### config.mk
export PLATFORM = sky130hd
export DESIGN_NAME = multicycle_control
export DESIGN_NICKNAME = d
export VERILOG_FILES = /design/src/rtl/cpu_defs_pkg.sv /design/src/rtl/alu_ctrl_dec.sv /design/src/rtl/multicycle_control.sv
export SDC_FILE = /design/constraint.sdc
export NUM_CORES = 1
export LEC_CHECK = 0
export CAP_MARGIN = 10
export CELL_PAD_IN_SITES_DETAIL_PLACEMENT = 1
export CELL_PAD_IN_SITES_GLOBAL_PLACEMENT = 2
export CORE_UTILIZATION = 28
export DETAILED_ROUTE_END_ITERATION = 10
export GPL_TIMING_DRIVEN = 0
export HOLD_SLACK_MARGIN = 0.05
export PLACE_DENSITY_LB_ADDON = 0.25
export SKIP_LAST_GASP = 1
export SLEW_MARGIN = 5
export SYNTH_ARGS = -nofsm -noshare
export SYNTH_HDL_FRONTEND = slang
export SYNTH_SLANG_ARGS = --single-unit
### constraint.sdc
create_clock -name Clk -period 4.1 [get_ports Clk]
set_clock_uncertainty 0.05 [all_clocks]
set_input_delay 0.82 -clock Clk [delete_from_list [all_inputs] [get_ports Clk]]
set_output_delay 0.82 -clock Clk [all_outputs]
set_load 0.005 [all_outputs]
### src/rtl/cpu_defs_pkg.sv
// Shared CPU definitions: opcodes, funct codes, ALU control codes, datapath
// select encodings and the main-control state encoding.
package cpu_defs_pkg;

  // Instruction opcodes (IR[31:26])
  localparam logic [5:0] OP_RTYPE = 6'b000000;
  localparam logic [5:0] OP_LW    = 6'b100011;
  localparam logic [5:0] OP_SW    = 6'b101011;
  localparam logic [5:0] OP_ADDI  = 6'b001000;
  localparam logic [5:0] OP_BEQ   = 6'b000100;
  localparam logic [5:0] OP_J     = 6'b000010;

  // R-type funct codes (IR[5:0])
  localparam logic [5:0] FN_ADD = 6'b100000;
  localparam logic [5:0] FN_SUB = 6'b100010;

  // ALU control codes seen by the ALU
  localparam logic [3:0] ALU_ADD = 4'b0010;
  localparam logic [3:0] ALU_SUB = 4'b0110;

  // ALUOp: how the ALU control decoder should interpret the request
  localparam logic [1:0] ALUOP_ADD   = 2'b00;
  localparam logic [1:0] ALUOP_SUB   = 2'b01;
  localparam logic [1:0] ALUOP_FUNCT = 2'b10;

  // ALUSrcB encodings
  localparam logic [1:0] SRCB_REGB    = 2'b00;
  localparam logic [1:0] SRCB_FOUR    = 2'b01;
  localparam logic [1:0] SRCB_IMM     = 2'b10;
  localparam logic [1:0] SRCB_IMM_SH2 = 2'b11;

  // PCSource encodings
  localparam logic [1:0] PCSRC_ALU    = 2'b00;
  localparam logic [1:0] PCSRC_ALUOUT = 2'b01;
  localparam logic [1:0] PCSRC_JUMP   = 2'b10;

  // Main control states; encodings 12..15 are unused and recover to FETCH
  typedef enum logic [3:0] {
    FETCH  = 4'd0,
    DECODE = 4'd1,
    MEMADR = 4'd2,
    MEMRD  = 4'd3,
    MEMWB  = 4'd4,
    MEMWR  = 4'd5,
    EXEC   = 4'd6,
    RWB    = 4'd7,
    IEXEC  = 4'd8,
    IWB    = 4'd9,
    BRANCH = 4'd10,
    JUMP   = 4'd11
  } state_t;

endpackage

### src/rtl/alu_ctrl_dec.sv
// ALU control decoder: turns the main FSM's ALUOp request plus the
// instruction funct field into the 4-bit ALU operation code.
module alu_ctrl_dec
  import cpu_defs_pkg::*;
(
  input  logic [1:0] ALUOp,
  input  logic [5:0] Funct,
  output logic [3:0] ALUCtrl
);

  // Select ALU operation; anything not explicitly a subtract is an add
  always_comb begin
    ALUCtrl = ALU_ADD;
    case (ALUOp)
      ALUOP_ADD: ALUCtrl = ALU_ADD;
      ALUOP_SUB: ALUCtrl = ALU_SUB;
      ALUOP_FUNCT: begin
        if (Funct == FN_SUB) begin
          ALUCtrl = ALU_SUB;
        end else begin
          ALUCtrl = ALU_ADD;
        end
      end
      default: ALUCtrl = ALU_ADD;
    endcase
  end

endmodule

### src/rtl/multicycle_control.sv
// Multi-cycle main control FSM. Sequences each instruction through
// fetch/decode/execute/memory/writeback, drives the datapath selects and
// write enables, and counts retired instructions. Outputs are decoded from
// the state register; Reset forces every output to its idle value in the
// same cycle so an aborted instruction never writes anything.
module multicycle_control
  import cpu_defs_pkg::*;
#(
  parameter int CNT_W = 32
) (
  input  logic             Clk,
  input  logic             Reset,
  input  logic [5:0]       Opcode,
  input  logic [5:0]       Funct,
  input  logic             Zero,
  input  logic             MemReady,
  output logic [3:0]       ALUCtrl,
  output logic             ALUSrcA,
  output logic [1:0]       ALUSrcB,
  output logic [1:0]       PCSource,
  output logic             PCWrite,
  output logic             IorD,
  output logic             MemRead,
  output logic             MemWrite,
  output logic             IRWrite,
  output logic             RegWrite,
  output logic             RegDst,
  output logic             MemtoReg,
  output logic             IllegalOp,
  output logic [CNT_W-1:0] InstrCount
);

  state_t           state_r;
  state_t           state_next_s;
  logic [1:0]       aluop_s;
  logic             retire_s;
  logic [CNT_W-1:0] count_r;

  alu_ctrl_dec u_alu_ctrl_dec (
    .ALUOp  (aluop_s),
    .Funct  (Funct),
    .ALUCtrl(ALUCtrl)
  );

  assign InstrCount = count_r;

  // State register
  always_ff @(posedge Clk) begin
    if (Reset) begin
      state_r <= FETCH;
    end else begin
      state_r <= state_next_s;
    end
  end

  // Retired-instruction counter; wraps naturally at 2^CNT_W
  always_ff @(posedge Clk) begin
    if (Reset) begin
      count_r <= '0;
    end else if (retire_s) begin
      count_r <= count_r + CNT_W'(1'b1);
    end else begin
      count_r <= count_r;
    end
  end

  // Next-state and output decode; idle values first, reset keeps them
  always_comb begin
    state_next_s = FETCH;
    aluop_s      = ALUOP_ADD;
    retire_s     = 1'b0;
    ALUSrcA      = 1'b0;
    ALUSrcB      = SRCB_REGB;
    PCSource     = PCSRC_ALU;
    PCWrite      = 1'b0;
    IorD         = 1'b0;
    MemRead      = 1'b0;
    MemWrite     = 1'b0;
    IRWrite      = 1'b0;
    RegWrite     = 1'b0;
    RegDst       = 1'b0;
    MemtoReg     = 1'b0;
    IllegalOp    = 1'b0;
    if (Reset) begin
      state_next_s = FETCH;
    end else begin
      case (state_r)
        FETCH: begin
          MemRead = 1'b1;
          ALUSrcB = SRCB_FOUR;
          IRWrite = MemReady;
          PCWrite = MemReady;
          if (MemReady) begin
            state_next_s = DECODE;
          end else begin
            state_next_s = FETCH;
          end
        end
        DECODE: begin
          // Branch target is precomputed here while the opcode is decoded
          ALUSrcB = SRCB_IMM_SH2;
          case (Opcode)
            OP_LW, OP_SW: state_next_s = MEMADR;
            OP_ADDI:      state_next_s = IEXEC;
            OP_BEQ:       state_next_s = BRANCH;
            OP_J:         state_next_s = JUMP;
            OP_RTYPE: begin
              if (Funct == FN_ADD) begin
                state_next_s = EXEC;
              end else begin
                IllegalOp    = 1'b1;
                state_next_s = FETCH;
              end
            end
            default: begin
              IllegalOp    = 1'b1;
              state_next_s = FETCH;
            end
          endcase
        end
        MEMADR: begin
          ALUSrcA = 1'b1;
          ALUSrcB = SRCB_IMM;
          if (Opcode == OP_SW) begin
            state_next_s = MEMWR;
          end else begin
            state_next_s = MEMRD;
          end
        end
        MEMRD: begin
          MemRead = 1'b1;
          IorD    = 1'b1;
          if (MemReady) begin
            state_next_s = MEMWB;
          end else begin
            state_next_s = MEMRD;
          end
        end
        MEMWB: begin
          RegWrite     = 1'b1;
          MemtoReg     = 1'b1;
          retire_s     = 1'b1;
          state_next_s = FETCH;
        end
        MEMWR: begin
          MemWrite = 1'b1;
          IorD     = 1'b1;
          if (MemReady) begin
            retire_s     = 1'b1;
            state_next_s = FETCH;
          end else begin
            state_next_s = MEMWR;
          end
        end
        EXEC: begin
          ALUSrcA      = 1'b1;
          ALUSrcB      = SRCB_REGB;
          aluop_s      = ALUOP_FUNCT;
          state_next_s = RWB;
        end
        RWB: begin
          RegWrite     = 1'b1;
          RegDst       = 1'b1;
          retire_s     = 1'b1;
          state_next_s = FETCH;
        end
        IEXEC: begin
          ALUSrcA      = 1'b1;
          ALUSrcB      = SRCB_IMM;
          state_next_s = IWB;
        end
        IWB: begin
          RegWrite     = 1'b1;
          retire_s     = 1'b1;
          state_next_s = FETCH;
        end
        BRANCH: begin
          ALUSrcA      = 1'b1;
          ALUSrcB      = SRCB_REGB;
          aluop_s      = ALUOP_SUB;
          PCSource     = PCSRC_ALUOUT;
          PCWrite      = Zero;
          retire_s     = 1'b1;
          state_next_s = FETCH;
        end
        JUMP: begin
          PCSource     = PCSRC_JUMP;
          PCWrite      = 1'b1;
          retire_s     = 1'b1;
          state_next_s = FETCH;
        end
        default: begin
          state_next_s = FETCH;
        end
      endcase
    end
  end

endmodule
# --- After elaboration in Yosys (flattened, before gate mapping) ---
# Cells that the tools add are included.
word_totals:
  reg_bits: 36
  in_bits: 16
  output_inout_bits: 50
  word_cells: 73
op_classes:
  add_sub_neg: 1
  eq_ne: 20
  mux: 40
  reduce_logical: 10
ops:
  columns: ["operator", "count"]
  rows:
  - ["$add A32 B1 Y32 const B", 1]
  - ["$pmux W4 S7", 1]
  - ["$eq A6 B6 Y1 const B", 4]
  - ["$mux W1", 23]
  - ["$pmux W4 S5", 1]
  - ["$eq A4 B3 Y1 const B", 4]
  - ["$eq A4 B4 Y1 const B", 4]
  - ["$mux W3", 5]
  - ["$reduce_or A5 Y1", 2]
  - ["$eq A4 B2 Y1 const B", 2]
  - ["$pmux W2 S2", 2]
  - ["$pmux W4 S2", 1]
  - ["$reduce_or A2 Y1", 4]
  - ["$eq A6 B2 Y1 const B", 1]
  - ["$eq A6 B3 Y1 const B", 1]
  - ["$eq A6 B4 Y1 const B", 1]
  - ["$logic_not A6 Y1", 1]
  - ["$mux W2", 3]
  - ["$pmux W2 S3", 1]
  - ["$eq A4 B1 Y1 const B", 1]
  - ["$logic_not A4 Y1", 1]
  - ["$pmux W1 S2", 2]
  - ["$reduce_or A4 Y1", 1]
  - ["$pmux W1 S3", 1]
  - ["3 further kinds", 3]

# --- Longest topological paths before layout ---
depth:
  depth_word: 5
  ltp_mapped: 8
  mapped_depth_nobuf: 7

# --- Modules after synthesis ---
# Synthesis repeated with hierarchy kept, for this count alone.
hier_totals:
  hier_cells: 324
  hier_area_um2: 2526.2
modules_own_cells:
  columns: ["module", "n_inst", "cells_per_inst", "area_each_um2", "seq_area_each_um2"]
  rows:
  - ["multicycle_control", 1, 311, 2427.3, 720.7]
  - ["alu_ctrl_dec", 1, 13, 98.8, 0.0]

# --- Worst setup path before layout ---
# No wires, ideal clock.
synth_path:
  kind: "input to output"
  startpoint: "input Reset"
  endpoint: "output ALUCtrl[2]"
  t_arrival_ps: 1708
  required_time_ps: 3230
  slack_ps: 1522
  cell_stages: 6
  n_path_buf: 1
  path_cell_list: "clkbuf_1 -> nor2b_1 -> nand3_1 -> ha_1 -> a41oi_1 -> nor2_1"
synth_between:
  elab_chain_cells: 3
  elab_cells_between_ends: 4
  cone_classes: "eq/ne: 2; mux: 2"
synth_lines:
  columns: ["item", "line", "text"]
  rows:
  - ["start: declaration", "multicycle_control.sv:12", "input logic Reset,"]
  - ["$mux W2 (*)", "multicycle_control.sv:84", "if (Reset) begin"]
  - ["$eq A2 B2 Y1 or $eq A2 B1 Y1 (tied branches)", "alu_ctrl_dec.sv:14", "case (ALUOp)"]
  - ["$pmux W4 S2 (*)", "alu_ctrl_dec.sv:14", null]
  - ["end: declaration", "multicycle_control.sv:17", "output logic [3:0] ALUCtrl,"]
# Mark *: on every way between the ends. The rest lies on a longest branch, timed or not.

# --- Final worst setup path ---
layout_path:
  startpoint: "input Opcode[2]"
  endpoint: "output IllegalOp"
layout_between:
  elab_chain_cells: 5
  elab_cells_between_ends: 10
  cone_classes: "eq/ne: 5; mux: 3; reduce/logical: 2"
layout_lines:
  columns: ["item", "line", "text"]
  rows:
  - ["start: declaration", "multicycle_control.sv:13", "input logic [5:0] Opcode,"]
  - ["$eq A6 B6 Y1, or another cell as far along", "multicycle_control.sv:102", "case (Opcode)"]
  - ["$reduce_or A5 Y1 (no line)", null, null]
  - ["$pmux W1 S2 (*)", "multicycle_control.sv:102", null]
  - ["$mux W1 (*)", "multicycle_control.sv:87", "case (state_r)"]
  - ["$mux W1 (*)", "multicycle_control.sv:84", null]
  - ["end: declaration", "multicycle_control.sv:29", "output logic IllegalOp,"]
# Marks and branches as above.

==> results.cfg <==
[outcome]
status = completed

[layout]
synthToLayoutAreaGrowth_pct = 38.1
drive_above_1_share_pct = 7.12
diodes = 0
nFillCells = 937
final_nets = 383

[route]
antenna_left = 0
met3WireLength_um = 201
drtIter0Drc = 77
top_layer_used = met4
met1Wirelength_um = 3350
wl_met2_um = 3160
wl_um = 6800
first_pass_iters = 4
vias_per_cell = 5.18
vias = 2417
wl_per_cell_um = 14.6
drc = 0

[die]
fp.coreArea_um2 = 7730
dieWidth_um = 91.4
start_util_pct = 29.0
io_pins = 66
num_rows = 32
die_h_um = 91.4
die-area_um2 = 8350

[timing]
slew_headroom_pct = 63.9
setup_violations = 0
holdWs_ps = 446
finalCritPeriodShare_pct = 86.8
max_freq_mhz = 281
worstMarginPinSlew_ps = 536
drv_slew = 0
finalHoldViolCount = 0
rsz0062_at_grt = no
tns_ps = 0
fin_crit_ps = 3560

[clock_network]
cts_root_buffer = clkbuf_8
clkSinkCount = 36
post_cts_resized = 0
clk_pin_slew_ps = 80
holdBufCountCts = 0
cts_max_path_buffers = 2
htree_levels = 2
postCtsSetupRepairBufs = 0
numCtsBuffers = 5
cts_tree = done
clock_latency_ps = 300

[worst_setup_path]
critical_path_buf_inv_count = 2
slowest_stage = clkdlybuf4s50_1
startpoint_type = primary input
cp_max_fo = 5
rr_endpoint = InstrCount[29]$_SDFFE_PP0P_
path_cells = clkdlybuf4s50_1, nand4b_1, o31ai_1, a2111oi_0, clkdlybuf4s50_1
cp_common_cell = clkdlybuf4s50_1
r2r_cells = 6
reg2reg_slack_ps = 1930
critPathTopFamily = buffers and inverters
crit_path_max_incr_delay_ps = 580
rr_startpoint = InstrCount[14]$_SDFFE_PP0P_
worstSetupPathType = in -> out
end_kind = output pin
cp.required_ps = 3230
cp.arrival_ps = 2690

[power_and_ir_drop]
vdd_ir_drop_max_uv = 105
p_per_area_nw_per_um2 = 241
power.leakage_nw = 0.945
p_total_mw = 0.745

[grt]
grt_pass1_vias = 2397
grt-ovfl-total = 0
grt.total_usage_pct = 17.6
antenna_found_initial = 0
grt_pass1_wl_um = 11800
grt_max_degree = 13

[placed_design]
gp_congestion = 0.777
port-buffer-count = 61
dp_hpwl_um = 5190

[yosys]
synthArstFlopShare_pct = 0
synth_top_area_cell = dfxtp_1
synth_edf_count = 0
synth_cells = 295
synth_area_um2 = 2240
netlist.area_leader.share_pct = 32.2
syn_avg_cell_area_um2 = 7.58
yosysSeqAreaShare_pct = 32.2
synth.most_common_cell = dfxtp_1
yosys_most_used_dff = dfxtp_1
ys_seq_elements = 36
synth_top_cells_by_area = dfxtp_1 (32%), a21oi_1 (5.4%), nor2_1 (5.0%)
synthDistinctLibCells = 53
synth_warnings = 0
synthTopCellsByCount = dfxtp_1 (36), nor2_1 (30), nand2_1 (26), a21oi_1 (24), o21ai_0 (20)

[hold_path]
min_to = InstrCount[31]$_SDFFE_PP0P_
hold_path_depth = 2
min_from = InstrCount[31]$_SDFFE_PP0P_
min_path_type = reg -> reg

[job]
max_cap_viol_count = 0
==> final cells by class <==
| type | instances | area (µm²) | share of cell area (%) |
|---|---|---|---|
| timing repair buffer | 61 | 611 | 19.8 |
| clock buffer | 5 | 68.8 | 2.23 |
| tap | 102 | 128 | 4.13 |
| sequential | 36 | 721 | 23.3 |
| buffer | 22 | 109 | 3.52 |
| inverter | 7 | 26.3 | 0.850 |
| clock inverter | 3 | 42.5 | 1.38 |
| multi-input combinational | 231 | 1390 | 44.8 |
==> placed cells by master (no fill, tap or decap), drive strengths merged, types with 2 or more instances in the layout <==
cell type / n
xor2: 6
or3: 15
nand2: 26
inv: 7
or4: 6
nor3b: 2
and2b: 2
nand4b: 2
nor2b: 4
a211oi: 2
nor3: 4
nand3b: 2
nor4: 12
nor4b: 3
nor2: 30
dfxtp: 36
nand3: 12
or2: 3
a2111oi: 2
o21ai: 20
clkbuf: 18
a21oi: 25
a32oi: 2
and4: 2
buf: 9
xnor2: 10
ha: 3
o31ai: 7
conb: 3
nand2b: 3
nand4: 10
clkdlybuf4s50: 61
==> metrics by stage <==
step | utilization [%] | std cells | instance area (µm²) | worst slack [ps]
6_report | 40.0 | 467 | 3090 | 539
3_3_place_gp | 38.6 | 459 | 2980 | 515
4_1_cts | 40.0 | 467 | 3090 | 519
3_5_place_dp | 38.6 | 459 | 2980 | 519
2_1_floorplan | - | 296 | 2240 | 1520
5_1_grt | 40.0 | 467 | 3090 | 432
==> worst min-delay path, delay by kind of cell (launching register included) <==
family	cells	cell delay [ps]
AOI/OAI and AO/OA	2	120
DFF	1	340
==> kinds of logic (layout without fill, tap and decap cells) <==
| logic type | after synthesis | after routing | synth area share (%) |
|---|---|---|---|
| xor+xnor | 16 | 16 | 6.26 |
| buf+inv | 29 | 98 | 6.04 |
| fa+ha+maj | 3 | 3 | 1.68 |
| flops | 36 | 36 | 32.2 |
| simple gates | 143 | 143 | 35.6 |
| other cells | 2 | 3 | 0.336 |
| compound gates | 66 | 66 | 17.8 |
==> where the power goes <==
part,switching (mW),internal [mW]
Combinational,0.0364,0.0331
Clock,0.145,0.180
Sequential,0.000859,0.350
Total,0.182,0.563
==> routing by layer <==
layer	vias to the layer above	global-route usage, %
met5	-	0
met4	0	6.22
met3	9	3.10
met2	36	28.4
met1	1163	23.2
li1	1209	-
==> flip-flops by register name, indices dropped and copies added (netlist names) <==
register	count
InstrCount	32
state_r	4
==> worst max-delay path by stage <==
stage	from	to	slack, ps	depth (start not counted)
floorplan	Reset	ALUCtrl[2]	1520	6
global route	Opcode[2]	IllegalOp	430	5
global placement	Opcode[2]	IllegalOp	510	5
detailed placement	Opcode[2]	IllegalOp	520	5
finish	Opcode[2]	IllegalOp	540	5
CTS	Opcode[2]	IllegalOp	520	5
No activity file was read; power rests on OpenSTA's default activity.
